===== config.mk =====
export PLATFORM = sky130hd
export DESIGN_NAME = fpa_pipe_flat
export DESIGN_NICKNAME = d
export VERILOG_FILES = /design/src/rtl/fpa_pipe_if.sv /design/src/rtl/fpa_pipe.sv /design/src/flat_wrapper.sv
export SDC_FILE = /design/constraint.sdc
export NUM_CORES = 1
export LEC_CHECK = 0
export ABC_AREA = 1
export BUFFER_PORTS_ARGS = -buffer_cell sky130_fd_sc_hd__buf_2
export CAP_MARGIN = 5
export CORE_ASPECT_RATIO = 0.75
export CORE_MARGIN = 4
export CORE_UTILIZATION = 50
export DETAILED_ROUTE_END_ITERATION = 8
export GPL_TIMING_DRIVEN = 1
export HOLD_SLACK_MARGIN = 0.06
export PLACE_DENSITY = 0.64
export SYNTH_ARGS = -nofsm -noshare
export SYNTH_HDL_FRONTEND = slang
export SYNTH_SLANG_ARGS = --single-unit

===== constraint.sdc =====
create_clock -name clk -period 5.6 [get_ports clk]
set_input_delay 0.56 -clock clk [delete_from_list [all_inputs] [get_ports clk]]
set_output_delay 0.56 -clock clk [all_outputs]
set_load 0.02 [all_outputs]

===== src/rtl/fpa_pipe_if.sv =====
// rtl/fpa_pipe_if.sv - operand/result handshake bundle for the pipelined FP adder
interface fpa_pipe_if #(
    parameter int W = 32
);
    logic         in_valid;
    logic         in_ready;
    logic [W-1:0] a;
    logic [W-1:0] b;
    logic         sub;
    logic         out_valid;
    logic         out_ready;
    logic [W-1:0] result;
    logic [3:0]   flags;

    modport master (
        output in_valid, a, b, sub, out_ready,
        input  in_ready, out_valid, result, flags
    );

    modport slave (
        input  in_valid, a, b, sub, out_ready,
        output in_ready, out_valid, result, flags
    );
endinterface


===== src/rtl/fpa_pipe.sv =====
// rtl/fpa_pipe.sv - multi-cycle IEEE-754-style add/sub with RNE rounding and status flags
module fpa_pipe #(
    parameter int EXP_W = 8,
    parameter int MAN_W = 23
) (
    input  logic       clk,
    input  logic       rst_n,
    fpa_pipe_if.slave  bus
);
    localparam int W  = 1 + EXP_W + MAN_W;
    localparam int SW = MAN_W + 4;            // {hidden, fraction, guard, round, sticky}
    localparam int EW = EXP_W + 2;            // signed exponent work width
    localparam logic [EW-1:0]        SH_MAX = EW'(MAN_W + 3);
    localparam logic signed [EW-1:0] E_MAX  = EW'((1 << EXP_W) - 1);
    localparam logic [W-1:0]         QNAN   = {1'b0, {EXP_W{1'b1}}, 1'b1, {(MAN_W-1){1'b0}}};

    typedef enum logic [2:0] {IDLE, ALIGN, ADD, NORM, ROUND, DONE} state_t;
    state_t r_state, w_state_nx;

    logic                  r_in_ready, r_out_valid;
    logic [W-1:0]          r_a, r_b, r_res, r_spec_res;
    logic [3:0]            r_flags, r_spec_flags;
    logic                  r_sx, r_sy, r_zero, r_special;
    logic signed [EW-1:0]  r_ex;
    logic [SW-1:0]         r_mx, r_my, r_man;
    logic [SW:0]           r_sum;

    logic                  w_accept, w_deliver;

    assign w_accept      = bus.in_valid && r_in_ready;
    assign w_deliver     = r_out_valid && bus.out_ready;
    assign bus.in_ready  = r_in_ready;
    assign bus.out_valid = r_out_valid;
    assign bus.result    = r_res;
    assign bus.flags     = r_flags;

    // Next-state sequencing: fixed walk through the stages, wait in DONE for the consumer
    always_comb begin
        w_state_nx = r_state;
        case (r_state)
            IDLE:    if (w_accept) w_state_nx = ALIGN;
            ALIGN:   w_state_nx = ADD;
            ADD:     w_state_nx = NORM;
            NORM:    w_state_nx = ROUND;
            ROUND:   w_state_nx = DONE;
            DONE:    if (w_deliver) w_state_nx = IDLE;
            default: w_state_nx = IDLE;
        endcase
    end

    // Alignment: classify operands, order by magnitude, shift the smaller one with sticky
    logic                   w_sa, w_sb, w_za, w_zb, w_nan_a, w_nan_b, w_inf_a, w_inf_b, w_swap, w_special;
    logic [EXP_W-1:0]       w_ea, w_eb, w_ex, w_ey;
    logic [MAN_W-1:0]       w_fa, w_fb;
    logic [EXP_W+MAN_W-1:0] w_mag_a, w_mag_b;
    logic [SW-1:0]          w_siga, w_sigb, w_mx, w_my_raw, w_my_sh, w_mask;
    logic [EW-1:0]          w_d;
    logic [W-1:0]           w_spec_res;
    logic [3:0]             w_spec_flags;
    always_comb begin
        w_sa     = r_a[W-1];
        w_sb     = r_b[W-1];
        w_ea     = r_a[W-2:MAN_W];
        w_eb     = r_b[W-2:MAN_W];
        w_fa     = r_a[MAN_W-1:0];
        w_fb     = r_b[MAN_W-1:0];
        w_za     = (w_ea == '0);
        w_zb     = (w_eb == '0);
        w_nan_a  = (&w_ea) && (|w_fa);
        w_nan_b  = (&w_eb) && (|w_fb);
        w_inf_a  = (&w_ea) && !(|w_fa);
        w_inf_b  = (&w_eb) && !(|w_fb);
        // denormals are flushed: zero exponent means magnitude zero
        w_mag_a  = w_za ? '0 : {w_ea, w_fa};
        w_mag_b  = w_zb ? '0 : {w_eb, w_fb};
        w_siga   = w_za ? '0 : {1'b1, w_fa, 3'b000};
        w_sigb   = w_zb ? '0 : {1'b1, w_fb, 3'b000};
        w_swap   = (w_mag_b > w_mag_a);
        w_ex     = w_swap ? w_eb : w_ea;
        w_ey     = w_swap ? w_ea : w_eb;
        w_mx     = w_swap ? w_sigb : w_siga;
        w_my_raw = w_swap ? w_siga : w_sigb;
        w_d      = {2'b00, w_ex} - {2'b00, w_ey};
        w_mask   = ~({SW{1'b1}} << w_d);
        if (w_d >= SH_MAX)
            w_my_sh = {{(SW-1){1'b0}}, |w_my_raw};
        else
            w_my_sh = (w_my_raw >> w_d) | {{(SW-1){1'b0}}, |(w_my_raw & w_mask)};
        w_special    = w_nan_a || w_nan_b || w_inf_a || w_inf_b;
        w_spec_res   = QNAN;
        w_spec_flags = 4'b0000;
        if (w_nan_a || w_nan_b) begin
            w_spec_res = QNAN;
        end else if (w_inf_a && w_inf_b && (w_sa != w_sb)) begin
            w_spec_flags = 4'b1000;
        end else if (w_inf_a) begin
            w_spec_res = r_a;
        end else begin
            w_spec_res = r_b;
        end
    end

    // Add/subtract magnitudes and locate the leading one of the sum
    logic [SW:0]   w_sum;
    logic [EW-1:0] w_lzc;
    logic [SW-1:0] w_shl;
    always_comb begin
        w_sum = (r_sx == r_sy) ? ({1'b0, r_mx} + {1'b0, r_my}) : ({1'b0, r_mx} - {1'b0, r_my});
        w_lzc = '0;
        for (int i = 0; i < SW; i++) begin
            if (r_sum[i]) w_lzc = EW'(SW - 1 - i);
        end
        w_shl = r_sum[SW-1:0] << w_lzc;
    end

    // Round to nearest even and resolve overflow, underflow and specials into the output word
    logic                 w_g, w_r, w_s, w_up;
    logic [MAN_W+1:0]     w_rnd;
    logic [MAN_W-1:0]     w_rfrac;
    logic signed [EW-1:0] w_rexp;
    logic [W-1:0]         w_res;
    logic [3:0]           w_flags;
    always_comb begin
        w_g     = r_man[2];
        w_r     = r_man[1];
        w_s     = r_man[0];
        w_up    = w_g && (w_r || w_s || r_man[3]);
        w_rnd   = {1'b0, r_man[SW-1:3]} + {{(MAN_W+1){1'b0}}, w_up};
        w_rexp  = r_ex + EW'(w_rnd[MAN_W+1]);
        w_rfrac = w_rnd[MAN_W+1] ? w_rnd[MAN_W:1] : w_rnd[MAN_W-1:0];
        w_res   = {r_sx, w_rexp[EXP_W-1:0], w_rfrac};
        w_flags = {3'b000, w_g || w_r || w_s};
        if (r_special) begin
            w_res   = r_spec_res;
            w_flags = r_spec_flags;
        end else if (r_zero) begin
            w_res   = {r_sx, {(W-1){1'b0}}};
            w_flags = 4'b0000;
        end else if (w_rexp >= E_MAX) begin
            w_res   = {r_sx, {EXP_W{1'b1}}, {MAN_W{1'b0}}};
            w_flags = 4'b0101;
        end else if (w_rexp[EW-1] || (w_rexp == '0)) begin
            w_res   = {r_sx, {(W-1){1'b0}}};
            w_flags = 4'b0011;
        end
    end

    // Stage registers; valid is raised one cycle after DONE entry so the result word is settled first
    always_ff @(posedge clk or negedge rst_n) begin
        if (!rst_n) begin
            r_state      <= IDLE;
            r_in_ready   <= 1'b1;
            r_out_valid  <= 1'b0;
            r_res        <= '0;
            r_flags      <= '0;
            r_a          <= '0;
            r_b          <= '0;
            r_sx         <= 1'b0;
            r_sy         <= 1'b0;
            r_ex         <= '0;
            r_mx         <= '0;
            r_my         <= '0;
            r_sum        <= '0;
            r_man        <= '0;
            r_zero       <= 1'b0;
            r_special    <= 1'b0;
            r_spec_res   <= '0;
            r_spec_flags <= '0;
        end else begin
            r_state     <= w_state_nx;
            r_in_ready  <= (w_state_nx == IDLE);
            r_out_valid <= (r_state == DONE) && !w_deliver;
            case (r_state)
                IDLE: if (w_accept) begin
                    r_a <= bus.a;
                    r_b <= {bus.b[W-1] ^ bus.sub, bus.b[W-2:0]};
                end
                ALIGN: begin
                    r_sx         <= w_swap ? w_sb : w_sa;
                    r_sy         <= w_swap ? w_sa : w_sb;
                    r_ex         <= {2'b00, w_ex};
                    r_mx         <= w_mx;
                    r_my         <= w_my_sh;
                    r_special    <= w_special;
                    r_spec_res   <= w_spec_res;
                    r_spec_flags <= w_spec_flags;
                end
                ADD: r_sum <= w_sum;
                NORM: begin
                    if (r_sum[SW]) begin
                        r_man  <= {r_sum[SW:2], r_sum[1] | r_sum[0]};
                        r_ex   <= r_ex + EW'(1);
                        r_zero <= 1'b0;
                    end else if (r_sum == '0) begin
                        r_man  <= '0;
                        r_sx   <= r_sx & r_sy;
                        r_zero <= 1'b1;
                    end else begin
                        r_man  <= w_shl;
                        r_ex   <= r_ex - w_lzc;
                        r_zero <= 1'b0;
                    end
                end
                ROUND: begin
                    r_res   <= w_res;
                    r_flags <= w_flags;
                end
                default: ;
            endcase
        end
    end
endmodule


===== src/flat_wrapper.sv =====
// flat-port wrapper written by rule: the top's interface ports become plain ports
module fpa_pipe_flat 
#(
    parameter int EXP_W = 8,
    parameter int MAN_W = 23
)
  (clk, rst_n, bus_in_valid, bus_a, bus_b, bus_sub, bus_out_ready, bus_in_ready, bus_out_valid, bus_result, bus_flags);
  fpa_pipe_if #(.W(32)) bus_i ();
  input  logic clk;
  input  logic rst_n;
  input wire logic [$bits(bus_i.in_valid)-1:0] bus_in_valid;
  input wire logic [$bits(bus_i.a)-1:0] bus_a;
  input wire logic [$bits(bus_i.b)-1:0] bus_b;
  input wire logic [$bits(bus_i.sub)-1:0] bus_sub;
  input wire logic [$bits(bus_i.out_ready)-1:0] bus_out_ready;
  output wire logic [$bits(bus_i.in_ready)-1:0] bus_in_ready;
  output wire logic [$bits(bus_i.out_valid)-1:0] bus_out_valid;
  output wire logic [$bits(bus_i.result)-1:0] bus_result;
  output wire logic [$bits(bus_i.flags)-1:0] bus_flags;
  assign bus_i.in_valid = bus_in_valid;
  assign bus_i.a = bus_a;
  assign bus_i.b = bus_b;
  assign bus_i.sub = bus_sub;
  assign bus_i.out_ready = bus_out_ready;
  assign bus_in_ready = bus_i.in_ready;
  assign bus_out_valid = bus_i.out_valid;
  assign bus_result = bus_i.result;
  assign bus_flags = bus_i.flags;
  fpa_pipe #(.EXP_W(EXP_W), .MAN_W(MAN_W)) u_core (.clk(clk), .rst_n(rst_n), .bus(bus_i));
endmodule

**Word level (Yosys, flattened, before mapping)**

Cells that the tools add are included.

- Add/subtract/negate cells: 7
- Magnitude comparators: 3
- Eq/ne operators: 10
- Shift-type cells: 3
- Mux-type cells: 66
- Bitwise logic cells: 6
- Reductions and logical operators: 37

Operator list:

| operator | count |
|---|---|
| 2-to-1 mux 27 bit | 7 |
| 2-to-1 mux 31 bit | 5 |
| 2-to-1 mux 5 bit | 27 |
| 2-to-1 mux 32 bit | 4 |
| OR reduction 27 bit | 2 |
| OR reduction 23 bit | 2 |
| greater-than comparator 31 bit | 1 |
| adder 27 x 27 -> 28 bit | 1 |
| logical NOT 28 bit | 1 |
| 2-to-1 mux 28 bit | 1 |
| subtractor 27 x 27 -> 28 bit | 1 |
| AND 27 bit | 1 |
| inverter 27 bit | 1 |
| bitwise OR 27 x 1 -> 27 bit | 1 |
| << shifter 27 x 10 -> 27 bit, first input constant | 1 |
| << shifter 27 x 5 -> 27 bit | 1 |
| >> shifter 27 x 10 -> 27 bit | 1 |
| adder 24 x 1 -> 25 bit | 1 |
| 2-to-1 mux 23 bit | 1 |
| 2-to-1 mux 10 bit | 2 |
| 2-to-1 mux 4 bit | 5 |
| one-hot mux 10 bit (2 select lines) | 1 |
| one-hot mux 3 bit (6 select lines) | 1 |
| logical NOT 8 bit | 2 |
| 31 further kinds | 61 |

- Register bits after elaboration: 264
- Input port bits: 69
- Output and inout port bits: 38
- Logic and storage cells: 150

**Depth between registers and ports, before layout**

Gate-level depths: netlist (run 1).

- Depth after elaboration: 31
- Depth in mapped cells: 40
- Depth with buffers taken out: 39

**Least setup slack after synthesis (run 1)**

No wires, ideal clock.

- Kind: reg-to-reg
- From: register u_core.r_man[3]
- To: register u_core.r_res[9], in the netlist u_core.bus.result[9]
- Setup time: 0.077 ns
- Arrival time: 4.812 ns
- Required time: 5.523 ns
- Setup slack: 0.711 ns
- Stages on the path, launching flop included: 36
- Path buffers: 0
- Period minus slack after synthesis: 4.889 ns
- Cell sequence: dfrtp_1 > nand2_1 > inv_1 > ha_1 > nand3_1 > nor2_1 > nand2_1 > nor2_1 > inv_1 > nor2_1 > nand3_1 > nor2_1 > and3_1 > inv_1 > nor2_1 > nand3_1 > nor2_1 > inv_1 > nor2_1 > ha_1 > ha_1 > nand2_1 > nor2_1 > nand3_1 > or2_2 > xor2_1 > nor2_1 > nand4_1 > nand2_1 > nor2_1 > clkinv_1 > nor2_2 > inv_1 > nor2_4 > o221ai_1 > a21oi_1

- Word-level cells in the longest chain between the ends: 10
- Elaborated cells on any way between the ends: 12
- Classes of those cells: add/sub (2); order compare (1); mux (5); reduce/logical (4)

RTL lines:

| item | line | source |
|---|---|---|
| from (decl) | fpa_pipe.sv:25 | `logic [SW-1:0] r_mx, r_my, r_man;` |
| from (signal assigned) | fpa_pipe.sv:191 | `r_man <= {r_sum[SW:2], r_sum[1] \| r_sum[0]};` |
| from (signal assigned) | fpa_pipe.sv:199 | `r_man <= w_shl;` |
| logical OR 1 bit | fpa_pipe.sv:127 | `w_up = w_g && (w_r \|\| w_s \|\| r_man[3]);` |
| logical AND 1 bit | fpa_pipe.sv:127 |  |
| adder 24 x 1 -> 25 bit (*) | fpa_pipe.sv:128 | `w_rnd = {1'b0, r_man[SW-1:3]} + {{(MAN_W+1){1'b0}}, w_up};` |
| branches (longest 4 deep; another with adder 10 x 1 -> 10 bit) | -- |  |
| 2-to-1 mux 31 bit (*) | fpa_pipe.sv:139 | `end else if (w_rexp >= E_MAX) begin` |
| 2-to-1 mux 31 bit (*) | fpa_pipe.sv:136 | `end else if (r_zero) begin` |
| 2-to-1 mux 32 bit (*) | fpa_pipe.sv:133 | `if (r_special) begin` |
| to (signal assigned) | fpa_pipe.sv:205 | `r_res <= w_res;` |
| to (decl) | fpa_pipe.sv:21 | `logic [W-1:0] r_a, r_b, r_res, r_spec_res;` |

Mark *: on every way between the ends.
A chain may end at the register's enable or synchronous reset.

**Final worst setup path (run 1)**

- From: register u_core.r_b[29]
- To: register u_core.r_my[15]

- Word-level cells in the longest chain between the ends: 8
- Elaborated cells on any way between the ends: 12
- Classes of those cells: add/sub (1); order compare (2); shift (1); mux (6); bitwise (1); reduce/logical (1)

RTL lines:

| item | line | source |
|---|---|---|
| from (decl) | fpa_pipe.sv:21 |  |
| from (signal assigned) | fpa_pipe.sv:176 | `r_b <= {bus.b[W-1] ^ bus.sub, bus.b[W-2:0]};` |
| logical NOT 8 bit | fpa_pipe.sv:68 | `w_zb = (w_eb == '0);` |
| 2-to-1 mux 31 bit | fpa_pipe.sv:75 | `w_mag_b = w_zb ? '0 : {w_eb, w_fb};` |
| greater-than comparator 31 bit | fpa_pipe.sv:78 | `w_swap = (w_mag_b > w_mag_a);` |
| 2-to-1 mux 8 bit, on equally long branches | fpa_pipe.sv:79, fpa_pipe.sv:80 |  |
| subtractor 8 x 8 -> 9 bit | fpa_pipe.sv:83 | `w_d = {2'b00, w_ex} - {2'b00, w_ey};` |
| >> shifter 27 x 10 -> 27 bit | fpa_pipe.sv:88 | `w_my_sh = (w_my_raw >> w_d) \| {{(SW-1){1'b0}}, \|(w_my_raw & w_mask)};` |
| bitwise OR 27 x 1 -> 27 bit | fpa_pipe.sv:88 |  |
| 2-to-1 mux 27 bit (*) | fpa_pipe.sv:85 | `if (w_d >= SH_MAX)` |
| to (signal assigned) | fpa_pipe.sv:183 | `r_my <= w_my_sh;` |
| to (decl) | fpa_pipe.sv:25 |  |

Every way passes the cells marked *; elsewhere a longest branch is shown, timed or not.

==> results of run 1 <==
stage by stage:
| step | hold WS [ps] | cells | instance area (sq um) | worst slack, ps | util [%] |
|---|---|---|---|---|---|
| global route | 163 | 3197 | 20500 | 0.280 | 56.9 |
| finish | 175 | 3197 | 20500 | 340 | 56.9 |
| floorplan | 264 | 2640 | 18300 | 711 | - |
| global placement | 460 | 3141 | 19400 | 485 | 53.9 |
| CTS | 151 | 3194 | 20400 | 289 | 56.7 |
| detailed placement | 475 | 3141 | 19400 | 337 | 53.9 |
cells by family (layout without fill, tap and decap cells):
kind of cell / count (synthesis) / count (layout)
and+or+nand+nor: 1307 / 1307
AOI/OAI and AO/OA: 535 / 535
buffers and inverters: 402 / 494
DFF: 258 / 258
adders and majority gates: 69 / 69
xor gates and xnor gates: 68 / 68
muxes: 1 / 1
final timing paths:
| path | start | endpoint | slack [ps] | cells past startpoint |
|---|---|---|---|---|
| worst max-delay path | u_core.r_b[29] | u_core.r_my[15] | 340 | 30 |
| worst min-delay path | bus_a[21] | u_core.r_a[21] | 180 | 3 |
| worst max register to register | u_core.r_b[29] | u_core.r_my[15] | 340 | 30 |
| worst min register to register | u_core.bus.flags[2] | u_core.bus.flags[2] | 490 | 2 |
| max in group asynchronous | rst_n | u_core.r_my[16] | 3600 | 3 |
| min in group asynchronous | rst_n | u_core.bus.result[28] | 630 | 2 |
cells in the final DEF, fill, tap and decap left out, drive strengths merged, types with 17 or more instances in the layout:
cell type	n
a31oi	17
a32o	22
a21oi	102
o211ai	17
nand4	39
xor2	55
nor4	18
dfrtp	257
nor3	31
a22oi	31
nand3	258
clkbuf	40
buf	172
o21a	23
inv	267
o221ai	28
nand2	726
ha	67
o21ai	256
nor2	216
what timing repair did:
action / 4_1_cts / 5_1_grt
buffers inserted: 0 / 2
setup endpoints to repair: 0 / 34
endpoints found under the hold margin: 1 / 0
hold buffers: 1 / 0
gates resized for setup: 0 / 12
metal layers:
layer / vias to the layer above / GRT usage, %
met5: - / 0
met1: 8968 / 49.0
met2: 864 / 48.2
li1: 8986 / -
met4: 0 / 7.63
met3: 108 / 5.32
state kept, by name (all words and copies together), names as in the netlist:
signal,count
u_core.r_spec_res,32
u_core.r_a,32
u_core.r_sx,1
u_core.r_spec_flags,1
u_core.bus.flags,4
u_core.r_my,27
u_core.r_zero,1
u_core.bus.out_valid,1
u_core.bus.result,32
u_core.r_b,32
u_core.r_mx,24
u_core.r_man,27
u_core.r_sy,1
u_core.bus.in_ready,1
u_core.r_sum,28
u_core.r_ex,10
u_core.r_state,3
u_core.r_special,1
cell type report:
type                    instances  share of cell area, %
clock buffers                  40                   3.88
clock inverters                12                   1.08
inverters                     268                   4.93
multi-input cells            1980                   50.5
flip-flops and latches        258                   31.5
well taps                     465                   2.84
repair buffers                173                   5.24
repair inverters                1                 0.0366
tightest hold or removal path, stage by stage:
cell,delay [ps]
buf_2,70
nand2_1,40
nand2_1,40
synthesized netlist by cell type, types with 2 or more instances:
cell / count
a211oi_1: 3
a21boi_0: 4
a21o_1: 2
a21oi_1: 100
a21oi_2: 2
a22oi_1: 31
a31oi_1: 17
a32o_1: 22
and2_1: 3
buf_1: 14
buf_2: 9
buf_4: 2
buf_6: 4
clkbuf_1: 105
clkinv_1: 4
dfrtp_1: 257
fa_1: 2
ha_1: 67
inv_1: 256
inv_2: 8
nand2_1: 715
nand2_2: 9
nand2_4: 2
nand3_1: 254
nand3_2: 3
nand3b_1: 8
nand4_1: 39
nor2_1: 208
nor2_2: 6
nor3_1: 30
nor4_1: 18
o2111ai_1: 3
o211ai_1: 17
o21a_1: 23
o21ai_0: 244
o21ai_1: 12
o21bai_1: 2
o221ai_1: 28
o22ai_1: 10
o31ai_1: 4
o41ai_1: 4
or2_2: 6
xnor2_1: 13
xor2_1: 53
==> out/metrics.cfg, run 1 <==
[run_status]
status=complete, no violations

[final_layout]
layout.nets=2848
regArea_sq_um=6460
nFillCells=3537
diodes=0
area_growth_pct=11.9
multiInputGateArea_sq_um=10300
final_layout_size_suffix_gt1_share_pct=9.99

[placement]
placement.io_buffers=106
dp_hpwl_um=50900
place_congestion=1.02

[die]
pin_count=107
start_util_pct=50.8
num_rows=60
dieArea_sq_um=39800
die-width_um=229
die_h_um=174
core_area_sq_um=36000

[detailed_routing]
avgRoutedWirePerCell_um=20.7
drtIter0Drc=2306
vias_per_cell=5.92
vias=18900
met3WireLength_um=5570
met1_length_um=30500
topRoutingLayerUsed=met4
firstDrtPassIters=6
postRouteAntennaNets=0
dr_wl_met2_um=28300
routed_wirelength_um=66200
drc=0

[sta]
clock.fmax_mhz=190
layout_min_cycle_time_ps=5260
setup_viol=0
setup_tns_ps=0
finalCritPeriodShare_pct=93.9
skew_ps=17.2
finalMaxSlewViolations=0
tightest_slew_ps=997
rsz0062_at_grt=false
hold_viol=0
slew_headroom_pct=33.4

[synth]
dominantRegCellSynth=dfrtp_1
synth_compound_area_share_pct=17.5
syn_nets=2778
synth_mux_area_share_pct=0.0547
synth_fa_ha_area_share_pct=4.80
synth_top_family_by_area=simple AND/OR/NAND/NOR gates
synth_warnings=0
synth_area_per_cell_sq_um=6.94
synth_top_area_share_pct=35.1
synthCells=2640
async_flop_share_pct=100
yosys.area_share.simple_pct=30.5
synth-edff-count=0
ys_seq_area_share_pct=35.3
synth-xor-area-share_pct=3.40
synth_top_area_cell=dfrtp_1
netlist_area_sq_um=18300
yosys-top-cells-area=dfrtp_1, nand2_1, nand3_1, o21ai_0, inv_1
ys_ff_latch=258
synthDistinctLibCells=61

[global_routing]
grt_usage_pct=32.3
grt_overflow=0
grt_pass1_wl_um=103000
antenna_found_initial=0
grt_max_degree=154
first_global_vias=17700

[clock_network]
cts_made_buffers=28
clkSlewWorstSetupHoldPaths_ps=70
cts_sinks=258
root_buffer=clkbuf_16
clk_latency_ps=590
h-tree-depth=1
cts_tree=built
clock_path_buffers=3

[setup_path]
critPathMostFrequentCell=nand2_1
end_kind=flop
crit_family=simple AND/OR/NAND/NOR gates
start_kind=flop
critical_path_class=flop to flop
required_ps=6080
slowest_stage=dfrtp_1
critical_path.max_fanout=24
max_stage_delay_ps=470
worstPathArrival_ps=5740
path_buf_inv=4

[flow_run]
drv_cap=0

[hold_path]
hold_class=primary input to flop

Power of run 1 is left out: the tool's default activity adds up to more than one toggle a clock period on the data nets, which glitch-free logic cannot reach.
==> run 2: changes to the inputs <==
ABC_AREA = unset   (was 1)
ABC_CLOCK_PERIOD_IN_PS = 5600   (was unset)
==> run 2 against run 1 <==
Against the previous run: via count fell by 8.4%; die area down 0.13%; non-clock buffer count is 12 higher; global-route usage is 0.50 points lower; count of clock-buffer cells in the layout shrank 3; sequential cell count did not move; highest routed layer unchanged.
==> out/metrics.cfg, run 2 <==
[final_layout]
layout.cells.non_filler=2761  ; -14%
layout.nets=2410  ; -15%
area_growth_pct=13.2
final_cell_mix=nand2_1, dfrtp_1, nor2_1
mostFrequentLayoutCell=nand2_1
nFillCells=3353  ; -5.2%
final_layout_size_suffix_gt1_share_pct=16.5  ; +6.5 points

[synth]
yosys.cell_count.top_type=nand2_1
synthDistinctLibCells=87  ; +43%
async_flop_share_pct=100  ; unchanged
syn_nets=2355  ; -15%
synth_area_per_cell_sq_um=8.25  ; +19%
synth_top_area_share_pct=35.2  ; +0.048 points
ys_top_cells_by_count=nand2_1, dfrtp_1, nor2_1
synth_top_area_cell=dfrtp_1
yosys-top-cells-area=dfrtp_1, nand2_1, nor2_1, a21oi_1, ha_1
ys_seq_area_share_pct=35.3  ; +0.048 points
netlist_area_sq_um=18300  ; -0.14%
synth-edff-count=0  ; unchanged
synthCells=2217  ; -16%
ys_ff_latch=258  ; unchanged
dominantRegCellSynth=dfrtp_1
synth_warnings=0  ; unchanged

[global_routing]
grt_overflow=0  ; unchanged
first_global_vias=16100  ; -8.8%
antenna_found_initial=2  ; +2
grt_usage_pct=31.8  ; -0.50 points
grt_max_degree=123  ; -20%
grt_pass1_wl_um=100000  ; -2.9%

[clock_network]
clock_path_buffers=3  ; unchanged
clk_latency_ps=590  ; about the same
h-tree-depth=1  ; unchanged
cts_tree=built
cts_sinks=258  ; unchanged
root_buffer=clkbuf_16
cts_made_buffers=28  ; unchanged
clkSlewWorstSetupHoldPaths_ps=70  ; about the same
postCtsHoldBufs=0  ; -1

[detailed_routing]
firstDrtPassIters=7  ; +1
vias_per_cell=6.28  ; +6.1%
drtIter0Drc=1898  ; -18%
postRouteAntennaNets=0  ; unchanged
vias=17300  ; -8.4%
avgRoutedWirePerCell_um=23.4  ; +13%
routed_wirelength_um=64700  ; -2.2%
drc=0  ; unchanged

[setup_path]
cp-startpoint=u_core.r_b[23]
worstPathArrival_ps=5770  ; +30 ps
r2r-start=u_core.r_b[23]
start_kind=flop
critical_path.max_fanout=30  ; +25%
end_kind=flop
required_ps=6070  ; about the same
critical_path_class=flop to flop

[die]
die-width_um=229  ; about the same
die_h_um=174  ; about the same
core_area_sq_um=36000  ; -0.21%
dieArea_sq_um=39700  ; -0.13%
start_util_pct=50.9  ; about the same
num_rows=60  ; unchanged
pin_count=107  ; unchanged

[sta]
setup_viol=0  ; unchanged
layout_min_cycle_time_ps=5300  ; +44.4 ps
rsz0062_at_grt=false
tightest_slew_ps=1070  ; +74.6 ps
whs_ps=27.1  ; -148 ps
slew_headroom_pct=28.0  ; -5.4 points
hold_viol=0  ; unchanged
finalCritPeriodShare_pct=94.7  ; +0.79 points
clock.fmax_mhz=189  ; -0.84%
setup_tns_ps=0  ; unchanged
finalMaxSlewViolations=0  ; unchanged
skew_ps=17.4  ; +0.209 ps

[run_status]
status=complete, no violations

[flow_run]
drv_cap=0  ; unchanged

[placement]
dp_hpwl_um=48900  ; -3.9%
placement.io_buffers=106  ; unchanged
place_congestion=0.992  ; -2.7%
placedCellCount=2703  ; -14%

[hold_path]
hold_class=primary input to asynchronous set/reset pin

## run 2: final cells by class
class / instances / area (sq um) / area share (%)
Timing Repair Buffer: 185 / 1200 / 5.80
Clock buffer: 37 / 774 / 3.74
Tap cell: 465 / 582 / 2.81
Multi-Input combinational cell: 1749 / 11300 / 54.6
Inverter: 50 / 190 / 0.919
Clock inverter: 15 / 196 / 0.949
Antenna cell: 2 / 5.00 / 0.0242
Sequential cell: 258 / 6460 / 31.2
## run 2: metrics by stage
step | cell area (sq um) | setup slack, ps | utilization (%)
after floorplan | 18600 | -95.8 | -
after global placement | 19600 | -10.8 | 54.6
after detailed placement | 19600 | -24.7 | 54.6
after CTS | 20600 | 102 | 57.3
after global routing | 20700 | 21.4 | 57.6
final | 20700 | 295 | 57.6
## run 2: what timing repair did
item | CTS | global route
buffers inserted | 0 | 4
gates resized for setup | 1 | 18
setup endpoints to repair | 8 | 51
pin swaps | 1 | 5
## run 2: cell families after synthesis
group / Yosys count / synth area share (%)
and+or+nand+nor: 803 / 19.7
AOI/OAI and AO/OA: 639 / 22.5
DFF: 258 / 35.3
buffers and inverters: 210 / 4.52
muxes: 142 / 8.52
xor gates and xnor gates: 95 / 4.59
adders and majority gates: 70 / 4.86
## run 2: final timing paths
kind / end / slack [ps] / cells after the start
setup / recovery: u_core.r_my[0] / 300 / 24
hold / removal: u_core.bus.result[25] / 30 / 1
setup reg to reg: u_core.r_my[0] / 300 / 24
hold reg to reg: u_core.bus.flags[3] / 470 / 2
max in group asynchronous: u_core.r_a[11] / 4310 / 2
min in group clk: u_core.bus.out_valid / 160 / 2
## run 2: critical path, cell delays in order, from the launching register on
cell and delay, ps:
dfrtp_1 390, nor4_2 290, nand2_1 140, buf_12 200, nand2_4 80, inv_2 60, ha_4 270, nand3_2 80
or4_1 480, or2_1 260, a31oi_4 280, and2_4 260, a21oi_2 70, ha_2 170, a41oi_2 200, o31ai_4 150
a31oi_4 240, o31a_1 190, o2111ai_1 100, o31a_1 240, buf_4 220, or2_2 320, a2bb2oi_1 130, nor4_1 260
a21oi_1 110
## run 2: layer usage
metal / wire length, um / GRT usage (%) / up-vias / share of wire, %
li1: - / - / 8120 / -
met1: 30200 / 49.2 / 8435 / 47
met2: 27600 / 46.3 / 690 / 43
met3: 5410 / 5.86 / 97 / 8.4
met4: 1600 / 6.87 / 0 / 2.5
met5: 0 / 0 / - / 0
Power of run 2 is left out for the same reason.
